`src/rtl/full_half_sub_4b.sv`:
```
// Registered ripple-borrow subtractor: diff = a - b - cin, borrow = a < b + cin.
// Each bit slice is a full subtractor built from two half subtractors.

module full_half_sub_4b_hs (
  input  logic x,
  input  logic y,
  output logic d,
  output logic bo
);
  assign d  = x ^ y;
  assign bo = ~x & y;
endmodule

module full_half_sub_4b_fs (
  input  logic x,
  input  logic y,
  input  logic bin,
  output logic d,
  output logic bout
);
  logic d1;
  logic bo1;
  logic bo2;

  full_half_sub_4b_hs hs1 (
    .x  (x),
    .y  (y),
    .d  (d1),
    .bo (bo1)
  );

  full_half_sub_4b_hs hs2 (
    .x  (d1),
    .y  (bin),
    .d  (d),
    .bo (bo2)
  );

  assign bout = bo1 | bo2;
endmodule

module full_half_sub_4b #(
  parameter int unsigned WIDTH = 4
) (
  input  logic             clk,
  input  logic             rst_n,
  input  logic             in_valid,
  input  logic [WIDTH-1:0] a,
  input  logic [WIDTH-1:0] b,
  input  logic             cin,
  output logic [WIDTH-1:0] diff,
  output logic             borrow,
  output logic             out_valid
);
  logic [WIDTH:0]   bchain;
  logic [WIDTH-1:0] diff_c;

  assign bchain[0] = cin;

  // Pure ripple chain: bit i's borrow-out is bit i+1's borrow-in.
  for (genvar i = 0; i < WIDTH; i++) begin : g_slice
    full_half_sub_4b_fs fs (
      .x    (a[i]),
      .y    (b[i]),
      .bin  (bchain[i]),
      .d    (diff_c[i]),
      .bout (bchain[i+1])
    );
  end

  always_ff @(posedge clk or negedge rst_n) begin
    if (!rst_n) begin
      diff      <= '0;
      borrow    <= 1'b0;
      out_valid <= 1'b0;
    end else begin
      out_valid <= in_valid;
      if (in_valid) begin
        diff   <= diff_c;
        borrow <= bchain[WIDTH];
      end
    end
  end
endmodule

```
`config.mk`:
```
export PLATFORM = sky130hd
export DESIGN_NAME = full_half_sub_4b
export DESIGN_NICKNAME = d
export VERILOG_FILES = /design/src/rtl/full_half_sub_4b.sv
export SDC_FILE = /design/constraint.sdc
export NUM_CORES = 1
export LEC_CHECK = 0
export ABC_AREA = 1
export CORE_AREA = 3 3 40 42
export CTS_CLUSTER_SIZE = 30
export DETAILED_ROUTE_END_ITERATION = 10
export DIE_AREA = 0 0 43 45
export GPL_TIMING_DRIVEN = 0
export PLACE_DENSITY_LB_ADDON = 0.12
export SLEW_MARGIN = 5
export SYNTH_ARGS = -nofsm -noshare
export SYNTH_HDL_FRONTEND = slang
export SYNTH_HIERARCHICAL = 1
export SYNTH_SLANG_ARGS = --single-unit
```
`constraint.sdc`:
```
create_clock -name clk -period 2 [get_ports clk]
set_clock_uncertainty 0.1 [all_clocks]
set_input_delay 0.2 -clock clk [delete_from_list [all_inputs] [get_ports clk]]
set_output_delay 0.2 -clock clk [all_outputs]
set_load 0.1 [all_outputs]
```
==> flow_metrics.py <==
metrics = {
    "run_status": {
        "status": "complete, no violations",
    },
    "critical_path": {
        "critPathMaxFanout": 1,
        "endpoint_kind": "register",
        "critPathMostFrequentCell": "inv_1",
        "worst_setup_path_start_kind": "input port",
        "rr_worst_depth": 2,
        "r2r-start": "diff[2]",
        "criticalPathCategory": "input port to register",
        "worstPathRequired_ns": 2.03,
        "slowest_stage": "clkdlybuf4s50_1",
        "reg2reg_slack_ns": 1.31,
        "crit_chain": "clkdlybuf4s50_1 > inv_1 > ha_1 > inv_1 > inv_1 > ha_4 > inv_2 > nand2_2 > ha_4 > inv_2 > nand2_1 > ha_1 > inv_1 > nand2_1 > nand2_1",
        "arrival_ns": 1.93,
        "startpoint": "a[1]",
        "timing.rr.end": "diff[2]",
        "max_stage_delay_ns": 0.45,
    },
    "timing": {
        "worstMarginPinSlew_ns": 0.9647,
        "maxSlewHeadroom_pct": 35.58,
        "hold_viol": 0,
        "report.final.slew_viol_count": 0,
        "fin_setup_tns_ns": 0,
        "period_share_pct": 94.67,
        "rsz0062_at_grt": "yes",
        "finalWorstSetupSlack_ns": 0.1065,
        "setup_viol": 0,
        "min_period_ns": 1.893,
        "fmax_mhz": 528.1,
    },
    "die": {
        "core-area_um2": 1285,
        "die_area_um2": 1935,
        "rows": 13,
        "io_pins": 18,
        "die_height_um": 45,
        "initial_utilization_pct": 32.33,
        "die_w_um": 43,
    },
    "synth": {
        "syn_area_per_cell_um2": 7.162,
        "syn_inst": 58,
        "syn_nets": 78,
        "synth-warning-count": 6,
        "synth_flop_cell": "dfrtp_1",
        "synth_cell_type_count": 5,
        "yosysMostFrequentCell": "inv_1",
        "synth_top_area_share_pct": 36.14,
        "ys_seq_elements": 6,
        "synth_common_cells": "inv_1, nand2_1, ha_1, dfrtp_1, inv_2",
        "synth_area_leader_cell": "dfrtp_1",
        "synth-edff-count": 0,
        "syn_area_um2": 415.4,
        "async_flop_share_pct": 100.0,
        "ys_top_cells_by_area": "dfrtp_1, ha_1, inv_1",
        "yosysSeqAreaShare_pct": 36.14,
    },
    "clocking": {
        "cts.clk_slew.worst_paths_ns": 0.05,
        "clk_latency_ns": 0.24,
        "post-cts-setup-buffer-count": 0,
        "cts.sinks": 6,
        "cts_buffers": 3,
        "cts_tree": "yes",
        "cts_buffer_depth": 2,
        "hold_buffers": 0,
        "cts.htree.levels": 1,
        "cts_root_buf": "clkbuf_4",
    },
    "route": {
        "routed-via-count": 368,
        "viasPerCell": 3.957,
        "drtIter0Drc": 6,
        "post_drt_wl_per_cell_um": 7.140,
        "drtAntennaViolNets": 0,
        "drc_errors": 0,
        "dr.pass1.iters": 4,
        "drt_wl_total_um": 664,
    },
    "grt": {
        "grt_max_degree": 8,
        "grt_pass1_wl_mm": 1.173,
        "grt_usage_pct": 8.543,
        "grt_pass1_vias": 306,
        "grt_overflow_total": 0,
        "grt_antenna_before_repair": 0,
    },
    "cells_and_area": {
        "num-nets-final": 100,
        "multi_input_area_um2": 203.9,
        "seq_area_um2": 150.1,
        "drive_gt1_share_pct": 15.38,
        "final_area_um2": 653.1,
        "fillers": 145,
        "synthToLayoutAreaGrowth_pct": 57.23,
        "antenna_cells": 0,
        "fin_util_pct": 50.83,
    },
    "place": {
        "placed_cell_area_um2": 604.3,
        "numPortBuffers": 17,
        "hpwl_um": 531.5,
        "post-place-ws_ns": -0.4976,
        "place.gp.congestion": 0.6592,
    },
    "power_and_ir_drop": {
        "leakage_nw": 0.4081,
        "seq_power_share_pct": 28.8,
        "p_int_mw": 0.2741,
        "clockPowerShare_pct": 21.3,
        "p_comb_share_pct": 49.9,
        "power_mw": 0.5137,
        "vdd_ir_drop_max_v": 0.0004791,
        "p_per_area_nw_per_um2": 786.5,
        "p_switching_mw": 0.2396,
        "p_sw_share_pct": 46.64,
    },
    "hold_path": {
        "hold_path_class": "input port to asynchronous set/reset pin",
    },
    "flow_run": {
        "cap_violations": 0,
    },
}
metal layers:
layer	up-vias	share of wire [%]	GRT usage, %
met5	-	0	0
met3	2	11	6.375
met4	0	1.8	3.614
met2	15	45	11.98
met1	154	41	9.804
li1	197	-	-
cell families (layout without fill, tap and decap cells):
family,after synthesis,count (layout),share of synthesized area (%)
fa+ha+maj,8,8,24.10
buf+inv,25,45,22.59
flops,6,6,36.14
simple gates,19,19,17.17
cell usage in the layout, fill, tap and decap left out:
| cell | count |
|---|---|
| dlygate4sd2_1 | 7 |
| nand2_1 | 17 |
| inv_1 | 21 |
| ha_2 | 1 |
| clkdlybuf4s50_1 | 9 |
| ha_1 | 5 |
| dlymetal6s2s_1 | 1 |
| dfrtp_1 | 6 |
| clkbuf_4 | 3 |
| inv_2 | 4 |
| ha_4 | 2 |
| nand2_2 | 2 |
cell type report:
class | instances | area share [%]
clock buffer | 3 | 3.448
inverter | 25 | 14.37
timing repair buffer | 17 | 25.10
sequential | 6 | 22.99
multi-input combinational | 27 | 31.23
tap | 15 | 2.874
through the flow:
stage          std cells  hold WS [ns]
2_1_floorplan         58       -0.1956
3_3_place_gp          90        0.3535
3_5_place_dp          90        0.3534
4_1_cts               93       0.09472
5_1_grt               93       0.09511
6_report              93       0.08911
sequential cells by signal, summed over array words and instances (netlist names):
name,cells
diff,4
out_valid,1
borrow,1
worst max-delay path, delay by kind of cell:
| family | cells | cell delay, ns |
|---|---|---|
| buffers and inverters | 7 | 0.69 |
| adder cells (fa/ha/maj) | 4 | 0.82 |
| AND/OR/NAND/NOR | 4 | 0.21 |
worst max-delay path by stage:
stage / end / slack [ns] / cells past startpoint
floorplan: diff[3] / 0.08 / 17
global placement: diff[3] / -0.47 / 18
detailed placement: diff[3] / -0.50 / 18
CTS: out_valid / 0.007 / 1
global route: diff[3] / -0.03 / 17
finish: diff[3] / 0.11 / 15
timing repair:
action,CTS,global route
cloned,0,0
gates resized for setup,10,8
pin swaps,7,6
endpoints found under the setup margin,7,3
power groups by stage:
stage          registers [mW]  logic (mW)  clock network, mW
5_1_grt                 0.150       0.276              0.127
3_3_place_gp            0.150       0.256                  0
2_1_floorplan           0.286      0.0498                  0
6_report                0.148       0.256              0.109
4_1_cts                 0.148       0.247              0.114
3_5_place_dp            0.151       0.259                  0
(Power assumes the default switching activity.)
==> edit 1: new RTL, same flow settings <==
The parameter `WIDTH` goes from 4 to 5.
--- a/src/rtl/full_half_sub_4b.sv
+++ b/src/rtl/full_half_sub_4b.sv
@@ -40,7 +40,7 @@
 endmodule
 
 module full_half_sub_4b #(
-  parameter int unsigned WIDTH = 4
+  parameter int unsigned WIDTH = 5
 ) (
   input  logic             clk,
   input  logic             rst_n,
Interface: changed (resized a, b and diff); port bits go from 18 to 21. The function was not compared with the original's and may differ.
==> edit 1 against the unedited design <==
Cell area grew 27%. Utilization grew 14 points. Synthesized cell count grew 22%. Worst hold slack gained 0.012 ns. Routed wire length grew 30%. Area after synthesis grew 21%. Critical endpoint is now diff[4]$_DFFE_PN0P_. Count of clock-buffer cells in the layout grew 1. Sequential cell count grew 1. Worst setup slack lost 0.028 ns. Critical path depth grew 6. Total power grew 22%.
==> edit 1: results (changes against the unedited design) <==
logic_synthesis:
  ys_seq_area_frac: 0.348  # -0.0132
  synthFlopType: "dfrtp_1"
  synth_cell_types: 5  # unchanged
  synth_commonest_cells: "30 x inv_1, 23 x nand2_1, 10 x ha_1"
  yosys_warnings: 6  # unchanged
  ys_async_sr_fraction: 1.00  # unchanged
  synth_nets: 95  # +22%
  synthTopCellsByArea: "dfrtp_1 35%, ha_1 25%, inv_1 22%"
global_routing:
  grt_pass1_wl_um: 1440  # +22%
  grt_pass1_vias: 395  # +29%
  grt_max_degree: 9  # +1
  track_usage: 0.103  # +0.0172
  antenna_found_initial: 0  # unchanged
power:
  p_leak_nw: 0.496  # +22%
  ir_drop_mv: 0.464  # -3.1%
placement:
  globalplace.congestion: 0.664  # +0.77%
  io_buffers: 20  # +3
  hpwl_um: 694  # +31%
final_layout:
  diodes: 0  # unchanged
  fill_cells: 127  # -12%
  top_regs: "diff: 5 flops, borrow: 1 flops, out_valid: 1 flops"
  drive_above_1_share: 0.242  # +0.0883
  fin_nets: 120  # +20%
timing:
  maxSlewHeadroom: 0.358  # +0.00200
  hold_viol_final: 0  # unchanged
drt:
  dr.pass1.iters: 3  # -1
  wire_per_inst_um: 7.83  # +9.6%
  drt_iter0_drc: 1  # -5
  vias: 454  # +23%
min_path:
  hp-class: "input port to asynchronous set/reset pin"
setup_path:
  r2r_setup_slack_ns: 1.30
  reg2regPathDepth: 2  # unchanged
  r2r_end: "diff[3]$_DFFE_PN0P_"
  path_max_fanout: 1  # unchanged
  r2r-start: "diff[3]$_DFFE_PN0P_"
clock_network:
  numCtsBuffers: 3  # unchanged
  clock_path_buffers: 2  # unchanged
  cts_htree_levels: 1  # unchanged
  clkTransAtPathRegs_ns: 0.05  # about the same
  cts_root_buf: "clkbuf_4"
  clock_latency_ns: 0.25
status:
  status: "finished clean"
[edit 1: cell types whose count changed after synthesis, sizes merged]
cell and change:
nand2 +4, dfrtp +1, inv +6, ha +2
[edit 1: cell families after synthesis]
group                    count (synthesis)  share of synthesized area
buffers and inverters                   31                      0.231
AND/OR/NAND/NOR                         23                      0.172
adder cells (fa/ha/maj)                 10                      0.249
flip-flops                               7                      0.348
[edit 1: worst max path at each step]
| stage | from | endpoint | slack, ns | cells after the start |
|---|---|---|---|---|
| final | a[0] | diff[4]$_DFFE_PN0P_ | 0.08 | 21 |
| after global routing | a[0] | diff[4]$_DFFE_PN0P_ | -0.02 | 21 |
| after CTS | a[0] | diff[4]$_DFFE_PN0P_ | -0.02 | 21 |
| after detailed placement | a[0] | diff[4]$_DFFE_PN0P_ | -0.79 | 21 |
| after global placement | a[0] | diff[4]$_DFFE_PN0P_ | -0.77 | 21 |
| after floorplan | a[0] | diff[4]$_DFFE_PN0P_ | -0.02 | 20 |
[edit 1: area by class of cell]
class	count	area, um2	area share
Clock buffer	4	26.3	0.0316
Multi-Input combinational cell	33	284	0.342
Tap cell	15	18.8	0.0226
Inverter	31	129	0.155
Sequential cell	7	175	0.211
Timing Repair Buffer	20	198	0.238
[edit 1: metrics by stage]
step	cells	hold WS, ns	instance area (um2)	setup WS, ns	util
2_1_floorplan	71	-0.196	538	-0.0198	-
3_3_place_gp	106	0.358	757	-0.768	0.589
3_5_place_dp	106	0.358	757	-0.793	0.589
4_1_cts	110	0.103	772	-0.0175	0.601
5_1_grt	110	0.103	831	-0.0247	0.647
6_report	110	0.101	831	0.0787	0.647
[edit 1: where the power goes]
| part | switching (mW) | internal (mW) |
|---|---|---|
| Clock | 0.0466 | 0.0758 |
| Sequential | 0.00958 | 0.164 |
| Combinational | 0.241 | 0.0873 |
| Total | 0.297 | 0.327 |
[edit 1: per-layer routing]
metal  track usage  share of wire
met3        0.0558           0.11
met1        0.0993           0.41
met5             0              0
met2         0.168           0.48
met4        0.0723              0
[edit 1: worst max-delay path, stage by stage]
cell and delay [ns]:
buf_8 0.11, inv_12 0.04, ha_4 0.18, inv_2 0.05, inv_2 0.03, ha_4 0.14, inv_2 0.03, nand2_1 0.04
ha_2 0.16, inv_2 0.04, nand2_2 0.05, ha_4 0.15, inv_2 0.04, nand2_2 0.05, ha_4 0.15, inv_2 0.04
nand2_2 0.05, ha_4 0.26, inv_2 0.02, nand2_1 0.04, nand2_1 0.06
[edit 1: what timing repair did]
item,CTS,global route
cloned,0,0
setup buffers,0,0
gates resized for setup,20,14
setup endpoints to repair,10,3
pin swaps,9,8
==> edit 2: new RTL, same settings <==
Without the edit above. Add an input register stage for `in_valid`, `a`, `b` and `cin`, without a reset; this delays them by one clock. Comments in the files are not updated.
--- a/src/rtl/full_half_sub_4b.sv
+++ b/src/rtl/full_half_sub_4b.sv
@@ -52,16 +52,29 @@
   output logic             borrow,
   output logic             out_valid
 );
+
+  logic in_valid_q;
+  logic [WIDTH-1:0] a_q;
+  logic [WIDTH-1:0] b_q;
+  logic cin_q;
+
+  always_ff @(posedge clk) begin
+    in_valid_q <= in_valid;
+    a_q        <= a;
+    b_q        <= b;
+    cin_q      <= cin;
+  end
+
   logic [WIDTH:0]   bchain;
   logic [WIDTH-1:0] diff_c;
 
-  assign bchain[0] = cin;
+  assign bchain[0] = cin_q;
 
   // Pure ripple chain: bit i's borrow-out is bit i+1's borrow-in.
   for (genvar i = 0; i < WIDTH; i++) begin : g_slice
     full_half_sub_4b_fs fs (
-      .x    (a[i]),
-      .y    (b[i]),
+      .x    (a_q[i]),
+      .y    (b_q[i]),
       .bin  (bchain[i]),
       .d    (diff_c[i]),
       .bout (bchain[i+1])
@@ -74,8 +87,8 @@
       borrow    <= 1'b0;
       out_valid <= 1'b0;
     end else begin
-      out_valid <= in_valid;
-      if (in_valid) begin
+      out_valid <= in_valid_q;
+      if (in_valid_q) begin
         diff   <= diff_c;
         borrow <= bchain[WIDTH];
       end
Check against the original RTL: not equivalent (a bounded check fails within 4 cycles, from zero or initial values and one cycle with rst_n low).
==> edit 2 against the unedited design <==
The run now ends with setup timing left. Final cell count is 12% higher. Total power is 60% higher. Die area stayed put. Worst setup slack worse by 0.13 ns. Non-clock buffer count stayed put. Routed wire length is 24% higher. Global-route usage is 1.8 points higher. Area after synthesis is 48% higher. Cell area is 33% higher. Sequential cell count is 10 higher. Critical path depth is 2 higher. Largest cell class is now registers. Highest routed layer unchanged.
==> edit 2: results (changes against the unedited design) <==
power:
  p_leak_nw: 0.486  # +19%
  ir_drop_mv: 0.573  # +20%
clock_network:
  clock_path_buffers: 2  # unchanged
  clkTransAtPathRegs_ns: 0.09  # +0.04 ns
  cts_root_buf: "clkbuf_4"
  cts_htree_levels: 1  # unchanged
  clock_latency_ns: 0.28  # +0.04 ns
final_layout:
  drive_above_1_share: 0.169  # +0.0147
  fill_cells: 108  # -26%
  top_regs: "a_q: 4 flops, b_q: 4 flops, diff: 4 flops"
  fin_nets: 110  # +10%
setup_path:
  crit_family: "adder cells"
  max_stage_delay_ns: 0.31  # -0.14 ns
  path_max_fanout: 1  # unchanged
  cp_slowest_cell: "dfxtp_1"
drt:
  drt_iter0_drc: 4  # -2
  wl_met2_um: 421  # +40%
  m1WireLength_um: 321  # +17%
  vias: 435  # +18%
  wl_met3_um: 70  # -7.9%
  postRouteWirelength_um: 825  # +24%
  wire_per_inst_um: 7.93  # +11%
logic_synthesis:
  synthFlopType: "dfxtp_1"
  ys_seq_area_frac: 0.569  # +0.208
  synth_cell_types: 6  # +1
  synthTopCellsByArea: "dfxtp_1 33%, dfrtp_1 24%, ha_1 16%"
  syn_area_per_cell_um2: 9.05  # +26%
  synth_commonest_cells: "24 x inv_1, 19 x nand2_1, 10 x dfxtp_1"
  synth_nets: 88  # +13%
  ys_async_sr_fraction: 0.375  # -0.625
placement:
  dpl_cell_area_um2: 807  # +34%
  hpwl_um: 636  # +20%
  globalplace.congestion: 0.707  # +7.2%
  place_inst: 100  # +11%
status:
  status: "complete, but fails checks"
  violations: "setup timing"
global_routing:
  grt_max_degree: 10  # +2
  track_usage: 0.104  # +0.0184
  grt_pass1_wl_um: 1470  # +25%
  grt_pass1_vias: 402  # +31%
timing:
  max_slew.worst_pin.slew_ns: 0.953  # -0.0120 ns
  setup_violations: 1  # +1
  worst_slack_ns: -0.0260  # -0.133 ns
min_path:
  hp-class: "input port to asynchronous set/reset pin"
-- edit 2: cell types whose count changed after synthesis, sizes merged --
| cell | delta |
|---|---|
| dfxtp | +10 |
-- edit 2: routing by layer --
| layer | vias to the layer above | GRT usage |
|---|---|---|
| met5 | - | 0 |
| met2 | 12 | 0.189 |
| li1 | 231 | - |
| met4 | 0 | 0.0723 |
| met3 | 2 | 0.0239 |
| met1 | 190 | 0.105 |
-- edit 2: through the flow --
| step | util | setup WS, ns | setup TNS (ns) |
|---|---|---|---|
| after floorplan | - | 0.00788 | 0 |
| after global routing | 0.676 | -0.142 | -0.218 |
| after global placement | 0.628 | -0.0618 | -0.0782 |
| final | 0.676 | -0.0260 | -0.0260 |
| after CTS | 0.654 | -0.0722 | -0.120 |
| after detailed placement | 0.628 | -0.0991 | -0.157 |
-- edit 2: logic make-up after synthesis --
kind of cell	synth area share
flip-flops	0.569
adder cells (fa/ha/maj)	0.163
AND/OR/NAND/NOR	0.116
buffers and inverters	0.152
-- edit 2: worst paths after layout --
path,start,to,slack (ns),depth (start not counted)
max,a_q[0]$_DFF_P_,diff[3]$_DFFE_PN0P_,-0.03,17
min,rst_n,diff[2]$_DFFE_PN0P_,0.04,1
max reg2reg,a_q[0]$_DFF_P_,diff[3]$_DFFE_PN0P_,-0.03,17
min reg2reg,in_valid_q$_DFF_P_,out_valid$_DFF_PN0_,0.36,0
max in group asynchronous,rst_n,diff[1]$_DFFE_PN0P_,1.55,1
min in group clk,a[1],a_q[1]$_DFF_P_,0.25,1
-- edit 2: layout make-up --
class / count / area share
repair buffers: 17 / 0.187
well taps: 15 / 0.0216
inverters: 25 / 0.108
clock buffers: 4 / 0.0418
multi-input cells: 27 / 0.238
flip-flops and latches: 16 / 0.403
-- edit 2: worst register-to-register path: cells and delay by family (launching register included) --
| family | cells | cell delay, ns |
|---|---|---|
| simple gates | 5 | 0.25 |
| fa+ha+maj | 5 | 0.98 |
| flops | 1 | 0.31 |
| buf+inv | 7 | 0.27 |
-- edit 2: power by group --
part	internal [mW]	leakage, nW	switching [mW]	total, mW
registers	0.349	0.157	0.0128	0.362
logic	0.0683	0.308	0.189	0.258
clock network	0.111	0.0210	0.0930	0.204
total	0.528	0.486	0.295	0.823
-- edit 2: timing repair --
| action | CTS | global route |
|---|---|---|
| endpoints found under the setup margin | 8 | 2 |
| gates resized for setup | 9 | 7 |
| pin swaps | 6 | 6 |
| endpoints found under the hold margin | 0 | 0 |
| gates cloned | 0 | 0 |
